## config.mk

```make
export PLATFORM = sky130hd
export DESIGN_NAME = mem_arbiter
export DESIGN_NICKNAME = d
export VERILOG_FILES = /design/src/rtl/mem_arbiter.sv
export SDC_FILE = /design/constraint.sdc
export NUM_CORES = 1
export LEC_CHECK = 0
export ABC_AREA = 1
export BUFFER_PORTS_ARGS = -buffer_cell sky130_fd_sc_hd__clkbuf_2
export CAP_MARGIN = 20
export CORE_MARGIN = 1.5
export CORE_UTILIZATION = 40
export CTS_CLUSTER_SIZE = 25
export DETAILED_ROUTE_END_ITERATION = 8
export GPL_ROUTABILITY_DRIVEN = 0
export PLACE_DENSITY = 0.83
export SYNTH_ARGS = -nofsm -noshare
export SYNTH_HDL_FRONTEND = slang
export SYNTH_SLANG_ARGS = --single-unit
```

## constraint.sdc

```tcl
create_clock -name clk -period 2 [get_ports clk]
set_input_delay 0.4 -clock clk [delete_from_list [all_inputs] [get_ports clk]]
set_output_delay 0.4 -clock clk [all_outputs]
set_load 0.05 [all_outputs]
```

## src/rtl/mem_arbiter.sv

```systemverilog
// Two-port (instruction fetch / data) arbiter in front of a single-outstanding memory port.
// Optional feature: define MEM_ARB_RR_EN for round-robin contention; default is data-port priority.
module mem_arbiter #(
   parameter int unsigned TIMEOUT = 16
) (
   input  logic        clk,
   input  logic        rst_n,
   input  logic        if_req,
   input  logic [31:0] if_addr,
   output logic        if_ack,
   output logic        if_err,
   output logic [31:0] if_rdata,
   input  logic        d_req,
   input  logic        d_we,
   input  logic [31:0] d_addr,
   input  logic [31:0] d_wdata,
   output logic        d_ack,
   output logic        d_err,
   output logic [31:0] d_rdata,
   output logic [31:0] mem_addr,
   output logic [31:0] mem_data_in,
   output logic        mem_load_store,
   output logic [1:0]  mem_op,
   input  logic [31:0] mem_data_out,
   input  logic        mem_done,
   output logic        busy,
   output logic        owner_d
);

   localparam int unsigned     CNT_W    = (TIMEOUT > 1) ? $clog2(TIMEOUT) : 1;
   localparam logic [CNT_W-1:0] CNT_LAST = CNT_W'(TIMEOUT - 1);

   typedef enum logic [1:0] {
      ST_IDLE  = 2'd0,
      ST_ISSUE = 2'd1,
      ST_WAIT  = 2'd2,
      ST_RESP  = 2'd3
   } state_t;

   state_t           state_q,    state_d;
   logic             grant_d_q,  grant_d_d;   // 1 = current/last grant is the data port
   logic [31:0]      addr_q,     addr_d;
   logic [31:0]      wdata_q,    wdata_d;
   logic             we_q,       we_d;
   logic [CNT_W-1:0] cnt_q,      cnt_d;
   logic             err_q,      err_d;
   logic [31:0]      if_rdata_q, if_rdata_d;
   logic [31:0]      d_rdata_q,  d_rdata_d;

   logic             pick_d;
   logic             any_req;

   assign any_req = if_req | d_req;

`ifdef MEM_ARB_RR_EN
   // Under contention the port that did not win last time gets the grant.
   assign pick_d = d_req & (~if_req | ~grant_d_q);
`else
   assign pick_d = d_req;
`endif

   always_ff @(posedge clk) begin
      if (!rst_n) begin
         state_q    <= ST_IDLE;
         grant_d_q  <= 1'b0;
         addr_q     <= '0;
         wdata_q    <= '0;
         we_q       <= 1'b0;
         cnt_q      <= '0;
         err_q      <= 1'b0;
         if_rdata_q <= '0;
         d_rdata_q  <= '0;
      end else begin
         state_q    <= state_d;
         grant_d_q  <= grant_d_d;
         addr_q     <= addr_d;
         wdata_q    <= wdata_d;
         we_q       <= we_d;
         cnt_q      <= cnt_d;
         err_q      <= err_d;
         if_rdata_q <= if_rdata_d;
         d_rdata_q  <= d_rdata_d;
      end
   end

   always_comb begin
      state_d    = state_q;
      grant_d_d  = grant_d_q;
      addr_d     = addr_q;
      wdata_d    = wdata_q;
      we_d       = we_q;
      cnt_d      = cnt_q;
      err_d      = err_q;
      if_rdata_d = if_rdata_q;
      d_rdata_d  = d_rdata_q;

      case (state_q)
         ST_IDLE: begin
            if (any_req) begin
               grant_d_d = pick_d;
               addr_d    = pick_d ? d_addr : if_addr;
               wdata_d   = pick_d ? d_wdata : 32'h0;
               we_d      = pick_d & d_we;
               err_d     = 1'b0;
               state_d   = ST_ISSUE;
            end
         end
         ST_ISSUE: begin
            cnt_d   = '0;
            state_d = ST_WAIT;
         end
         ST_WAIT: begin
            // A completion in the same cycle as the timeout still counts as success.
            if (mem_done) begin
               if (grant_d_q) begin
                  d_rdata_d = mem_data_out;
               end else begin
                  if_rdata_d = mem_data_out;
               end
               err_d   = 1'b0;
               state_d = ST_RESP;
            end else if (cnt_q == CNT_LAST) begin
               err_d   = 1'b1;
               state_d = ST_RESP;
            end else begin
               cnt_d = cnt_q + 1'b1;
            end
         end
         ST_RESP: begin
            state_d = ST_IDLE;
         end
         default: begin
            state_d = ST_IDLE;
         end
      endcase
   end

   assign if_ack         = (state_q == ST_RESP) & ~grant_d_q;
   assign d_ack          = (state_q == ST_RESP) &  grant_d_q;
   assign if_err         = if_ack & err_q;
   assign d_err          = d_ack  & err_q;
   assign if_rdata       = if_rdata_q;
   assign d_rdata        = d_rdata_q;
   assign mem_load_store = (state_q == ST_ISSUE);
   assign mem_addr       = addr_q;
   assign mem_data_in    = wdata_q;
   assign mem_op         = {1'b0, we_q};
   assign busy           = (state_q != ST_IDLE);
   assign owner_d        = grant_d_q;

endmodule

```

==> results of run 1 <==
-- state kept, by name, indices dropped and copies added (netlist names) --
signal and flops:
cnt_q 4, d_rdata 32, err_q 1, if_rdata 32, mem_addr 32, mem_data_in 32, owner_d 1, state_q 2
we_q 1
-- logic make-up after synthesis --
group | Yosys count
AOI/OAI and AO/OA | 199
adders and majority gates | 7
buffers and inverters | 131
DFF | 137
other | 1
and+or+nand+nor | 278
-- cells in the final DEF (no fill, tap or decap), drive strengths merged --
cell type	n
and2	1
inv	82
clkinv	5
nor3	1
clkbuf	289
o21ai	131
conb	1
ha	7
nand4	3
or2	3
nand2	116
a21oi	68
nor2	146
nand3	8
clkinvlp	2
buf	14
bufinv	3
dfxtp	137
-- power by group --
part	switching [W]	internal (W)	leakage, nW	total (W)
clock	0.00116	0.00199	0.284	0.00315
sequential	0.000316	0.00329	1.12	0.00360
combinational	0.00323	0.00100	2.37	0.00424
total	0.00470	0.00629	3.78	0.0110
-- worst min-delay path: cells and delay by family --
family,cells,cell delay (ns)
buffers and inverters,1,0.08
and+or+nand+nor,1,0.05
AOI/OAI and AO/OA,1,0.05
-- through the flow --
| step | setup WS [ns] | hold slack, ns | power, W | utilization |
|---|---|---|---|---|
| after floorplan | 0.0547 | 0.439 | 0.00688 | - |
| after global placement | 0.443 | 0.431 | 0.00781 | 0.521 |
| after detailed placement | 0.345 | 0.435 | 0.00787 | 0.521 |
| after CTS | 0.00843 | 0.202 | 0.0111 | 0.566 |
| after global routing | 0.0491 | 0.213 | 0.0116 | 0.566 |
| final | 0.121 | 0.219 | 0.0110 | 0.566 |
-- worst paths after layout --
| path | start | end | slack, ns | depth (start not counted) |
|---|---|---|---|---|
| setup reg to reg | state_q[0] | if_rdata[9] | 0.31 | 7 |
| hold / removal | d_wdata[9] | mem_data_in[9] | 0.22 | 3 |
| setup / recovery | state_q[1] | if_err | 0.12 | 4 |
| hold reg to reg | d_rdata[29] | d_rdata[29] | 0.44 | 2 |
-- per-layer routing --
metal | up-vias | track usage
met1 | 2468 | 0.234
met5 | - | 0
met2 | 211 | 0.355
met4 | 0 | 0.0677
li1 | 2878 | -
met3 | 13 | 0.0680
-- layout make-up --
type	count	area [um2]	share of cell area
clock buffer	21	450	0.0598
sequential	137	2740	0.364
inverter	82	308	0.0409
clock inverter	10	145	0.0193
multi-input combinational	485	2190	0.291
timing repair buffer	282	1480	0.196
tap	176	220	0.0293
==> flow_summary.json, run 1 <==
{
  "rows": 42,
  "vias": 5570,
  "power_density_nw_per_um2": 1460,
  "crit_type": "register to output port",
  "ys.warnings.count": 0,
  "cp_slowest_cell": "dfxtp_1",
  "vias_per_cell": 4.67,
  "vdd_drop_max_mv": 1.05,
  "seq_area_frac_synth": 0.500,
  "clock-sinks": 137,
  "synthXorXnorAreaFrac": 0,
  "area_delta_synth_final_pct": 37.2,
  "clk_latency_ns": 0.41,
  "port_buffers": 269,
  "ctsHoldBuffers": 0,
  "clock_path_buffers": 2,
  "clk_pin_slew_worst_paths_ns": 0.06,
  "ys.flop_type": "dfxtp_1",
  "initial_core_util": 0.413,
  "io_pins": 271,
  "drc": 0,
  "h-tree-depth": 4,
  "synth_top_family_by_area": "simple AND/OR/NAND/NOR gates",
  "required_ns": 1.60,
  "overflow": 0,
  "top_layer_used": "met4",
  "firstDrtPassIters": 5,
  "status": "finished clean",
  "end_kind": "output port",
  "fin_skew_ns": 0.00479,
  "post-place-cells": 1162,
  "final_cell_area_um2": 7530,
  "synthAdderAreaFrac": 0.0160,
  "post_cts.repair.setup_buffers": 0,
  "die_y_um": 120,
  "hold_viol": 0,
  "muxShareOfSynthArea": 0,
  "syn_area_per_cell_um2": 7.29,
  "met1Wirelength_um": 6000,
  "post_drt_wl_per_cell_um": 12.3,
  "drt-total-wl_um": 14700,
  "synthTopCellsByCount": "nor2_1 (143), dfxtp_1 (137), o21ai_0 (128)",
  "arrival_ns": 1.48,
  "dp_hpwl_um": 10700,
  "cp_cell_sequence": "ha_1 > inv_1 > nor3_2 > clkbuf_2",
  "die_area_um2": 14400,
  "drt_iter0_drc": 245,
  "holdCritPathClass": "input port to register",
  "coreArea_um2": 13300,
  "maxCapViolations": 0,
  "num-fill-cells": 1192,
  "netlist_instances": 753,
  "period_needed_ns": 1.88,
  "synth_nets": 894,
  "post_dp_cell_area_um2": 6930,
  "instances_no_fill": 1193,
  "cts_resized": 1,
  "antenna_cells": 0,
  "rsz0062_at_grt": "false",
  "grt_max_degree": 65,
  "yosys.area_share.simple": 0.199,
  "cts_buffers": 17,
  "worstPathBufferInverterCount": 2,
  "synth_compound_area_frac": 0.181,
  "start_kind": "register",
  "synth-async-reset-ratio": 0,
  "synth-seq-cells": 137,
  "power.leakage_nw": 3.78,
  "die_width_um": 120,
  "cts_root_buf": "clkbuf_16",
  "grtUsageTotal": 0.204,
  "layout-drive-gt1-share": 0.315,
  "tns_ns": 0,
  "grt_pass1_wl_um": 23600,
  "slowest_delay_ns": 0.40,
  "yosysMostFrequentCell": "nor2_1",
  "fin_crit_sh": 0.940,
  "met2WireLength_um": 7280,
  "final-setup-viol-count": 0,
  "routed-wl-met3_um": 1210,
  "worstPathMaxFanout": 5,
  "synth_edf_count": 0,
  "synth_top_area_frac": 0.500,
  "drv_slew": 0,
  "fmax_mhz": 532,
  "ys_types": 23,
  "cts_tree": "yes",
  "path_delay_family": "flip-flops",
  "grt_pass1_vias": 5117,
  "antenna_found_initial": 0,
  "syn_area_um2": 5490,
  "drtAntennaViolNets": 0,
  "synth_area_leaders": "dfxtp_1 (50%), o21ai_0 (12%), nor2_1 (9.8%)",
  "finalNetCount": 1146,
  "synth_area_leader_cell": "dfxtp_1"
}
(Power assumes the default switching activity.)
==> run 2: changes to the inputs <==
--- a/config.mk
+++ b/config.mk
@@ -8,7 +8,7 @@
 export ABC_AREA = 1
 export BUFFER_PORTS_ARGS = -buffer_cell sky130_fd_sc_hd__clkbuf_2
 export CAP_MARGIN = 20
-export CORE_MARGIN = 1.5
+export CORE_MARGIN = 2
 export CORE_UTILIZATION = 40
 export CTS_CLUSTER_SIZE = 25
 export DETAILED_ROUTE_END_ITERATION = 8
==> run 2 against run 1 <==
Sequential cell count unchanged. Largest power group unchanged. Sequential share of layout area up 0.18 points. Hold slack worse by 0.0022 ns. Clock power down 9.2%. Highest routed layer unchanged. Fmax down 0.94%. Cell count unchanged.
==> flow_summary.json, run 2 (same netlist as run 1, synthesis figures left out) <==
{
  "fin_skew_ns": 0.00705,
  "crit_type": "register to output port",
  "final_common_cell": "clkbuf_2",
  "overflow": 0,
  "post_drt_wl_per_cell_um": 12.1,
  "power_density_nw_per_um2": 1430,
  "clk_pin_slew_worst_paths_ns": 0.06,
  "grt_pass1_wl_um": 23000,
  "clk_latency_ns": 0.41,
  "required_ns": 1.60,
  "grt_max_degree": 65,
  "finalNetCount": 1146,
  "cts_buffers": 17,
  "drt_iter0_drc": 292,
  "drc": 0,
  "maxCapViolations": 0,
  "period_needed_ns": 1.90,
  "initial_core_util": 0.413,
  "arrival_ns": 1.50,
  "end_kind": "output port",
  "fmax_mhz": 527,
  "instances_no_fill": 1193,
  "holdCritPathClass": "input port to register",
  "status": "finished clean",
  "vias": 5529,
  "layout-drive-gt1-share": 0.317,
  "port_buffers": 269,
  "cts_tree": "yes",
  "hold_viol": 0,
  "final-setup-viol-count": 0,
  "drv_slew": 0,
  "clock-sinks": 137,
  "tns_ns": 0,
  "area_delta_synth_final_pct": 36.5,
  "drtAntennaViolNets": 0,
  "vdd_drop_max_mv": 0.764,
  "die_width_um": 121,
  "cts_root_buf": "clkbuf_16",
  "firstDrtPassIters": 6,
  "worstPathMaxFanout": 5,
  "grtUsageTotal": 0.196,
  "slowest_delay_ns": 0.39,
  "coreArea_um2": 13300,
  "worstPathBufferInverterCount": 2,
  "dp_hpwl_um": 10600,
  "mostFrequentLayoutCells": "clkbuf_2 (267), nor2_1 (143), dfxtp_1 (137)",
  "io_pins": 271,
  "path_delay_family": "flip-flops",
  "clock_path_buffers": 2,
  "ctsHoldBuffers": 0,
  "die_y_um": 121,
  "fin_crit_sh": 0.949,
  "die_area_um2": 14700,
  "cp_cell_sequence": "ha_1 > inv_1 > nor3_2 > buf_2",
  "cp_slowest_cell": "dfxtp_1",
  "post-place-cells": 1162,
  "grt_pass1_vias": 5011,
  "final_cell_area_um2": 7490,
  "antenna_found_initial": 0,
  "start_kind": "register",
  "post_dp_cell_area_um2": 6940,
  "vias_per_cell": 4.63,
  "rows": 42,
  "rsz0062_at_grt": "false",
  "drt-total-wl_um": 14500,
  "h-tree-depth": 4,
  "antenna_cells": 0,
  "power.leakage_nw": 3.76
}
[run 2: what timing repair did]
item | CTS | global route
setup endpoints to repair | 1 | 2
setup buffers | 0 | 0
hold endpoints to repair | 0 | 0
resized for setup | 1 | 3
[run 2: final timing paths]
path | startpoint | to | slack (ns) | cells after the start
setup / recovery | state_q[1] | if_err | 0.10 | 4
hold / removal | d_wdata[11] | mem_data_in[11] | 0.22 | 3
setup reg to reg | state_q[0] | mem_data_in[18] | 0.30 | 8
hold reg to reg | d_rdata[17] | d_rdata[17] | 0.44 | 2
[run 2: per-layer routing]
layer  vias up  GRT usage  wire [um]
met5         -          0          0
met4         0     0.0812        221
met3        18     0.0625       1230
met2       218      0.332       7060
met1      2424      0.228       5960
li1       2869          -          -
[run 2: per-stage QoR]
step / utilization / total power, W / setup slack (ns) / hold slack [ns]
final: 0.564 / 0.0107 / 0.103 / 0.217
after global routing: 0.564 / 0.0113 / 0.0173 / 0.203
after CTS: 0.563 / 0.0108 / 0.0431 / 0.196
after detailed placement: 0.522 / 0.00787 / 0.346 / 0.437
after global placement: 0.522 / 0.00783 / 0.419 / 0.432
after floorplan: - / 0.00688 / 0.0547 / 0.439
[run 2: power by group]
| group | internal (W) | switching (W) |
|---|---|---|
| logic | 0.00102 | 0.00322 |
| clock network | 0.00166 | 0.00120 |
| registers | 0.00329 | 0.000311 |
| total | 0.00596 | 0.00474 |
[run 2: worst reg2reg max path, stage by stage (launching register included)]
cell and delay [ns]:
dfxtp_1 0.38, inv_1 0.11, ha_1 0.25, inv_1 0.14, nor2_4 0.06, inv_2 0.21, buf_4 0.25, nand2_1 0.08
a21oi_1 0.13
[run 2: cell type report]
cell class,count,area (um2)
timing repair buffer,282,1490
fill,1248,5800
sequential,137,2740
multi-input combinational,485,2190
clock buffer,19,453
inverter,82,308
clock inverter,12,93.8
tap,176,220
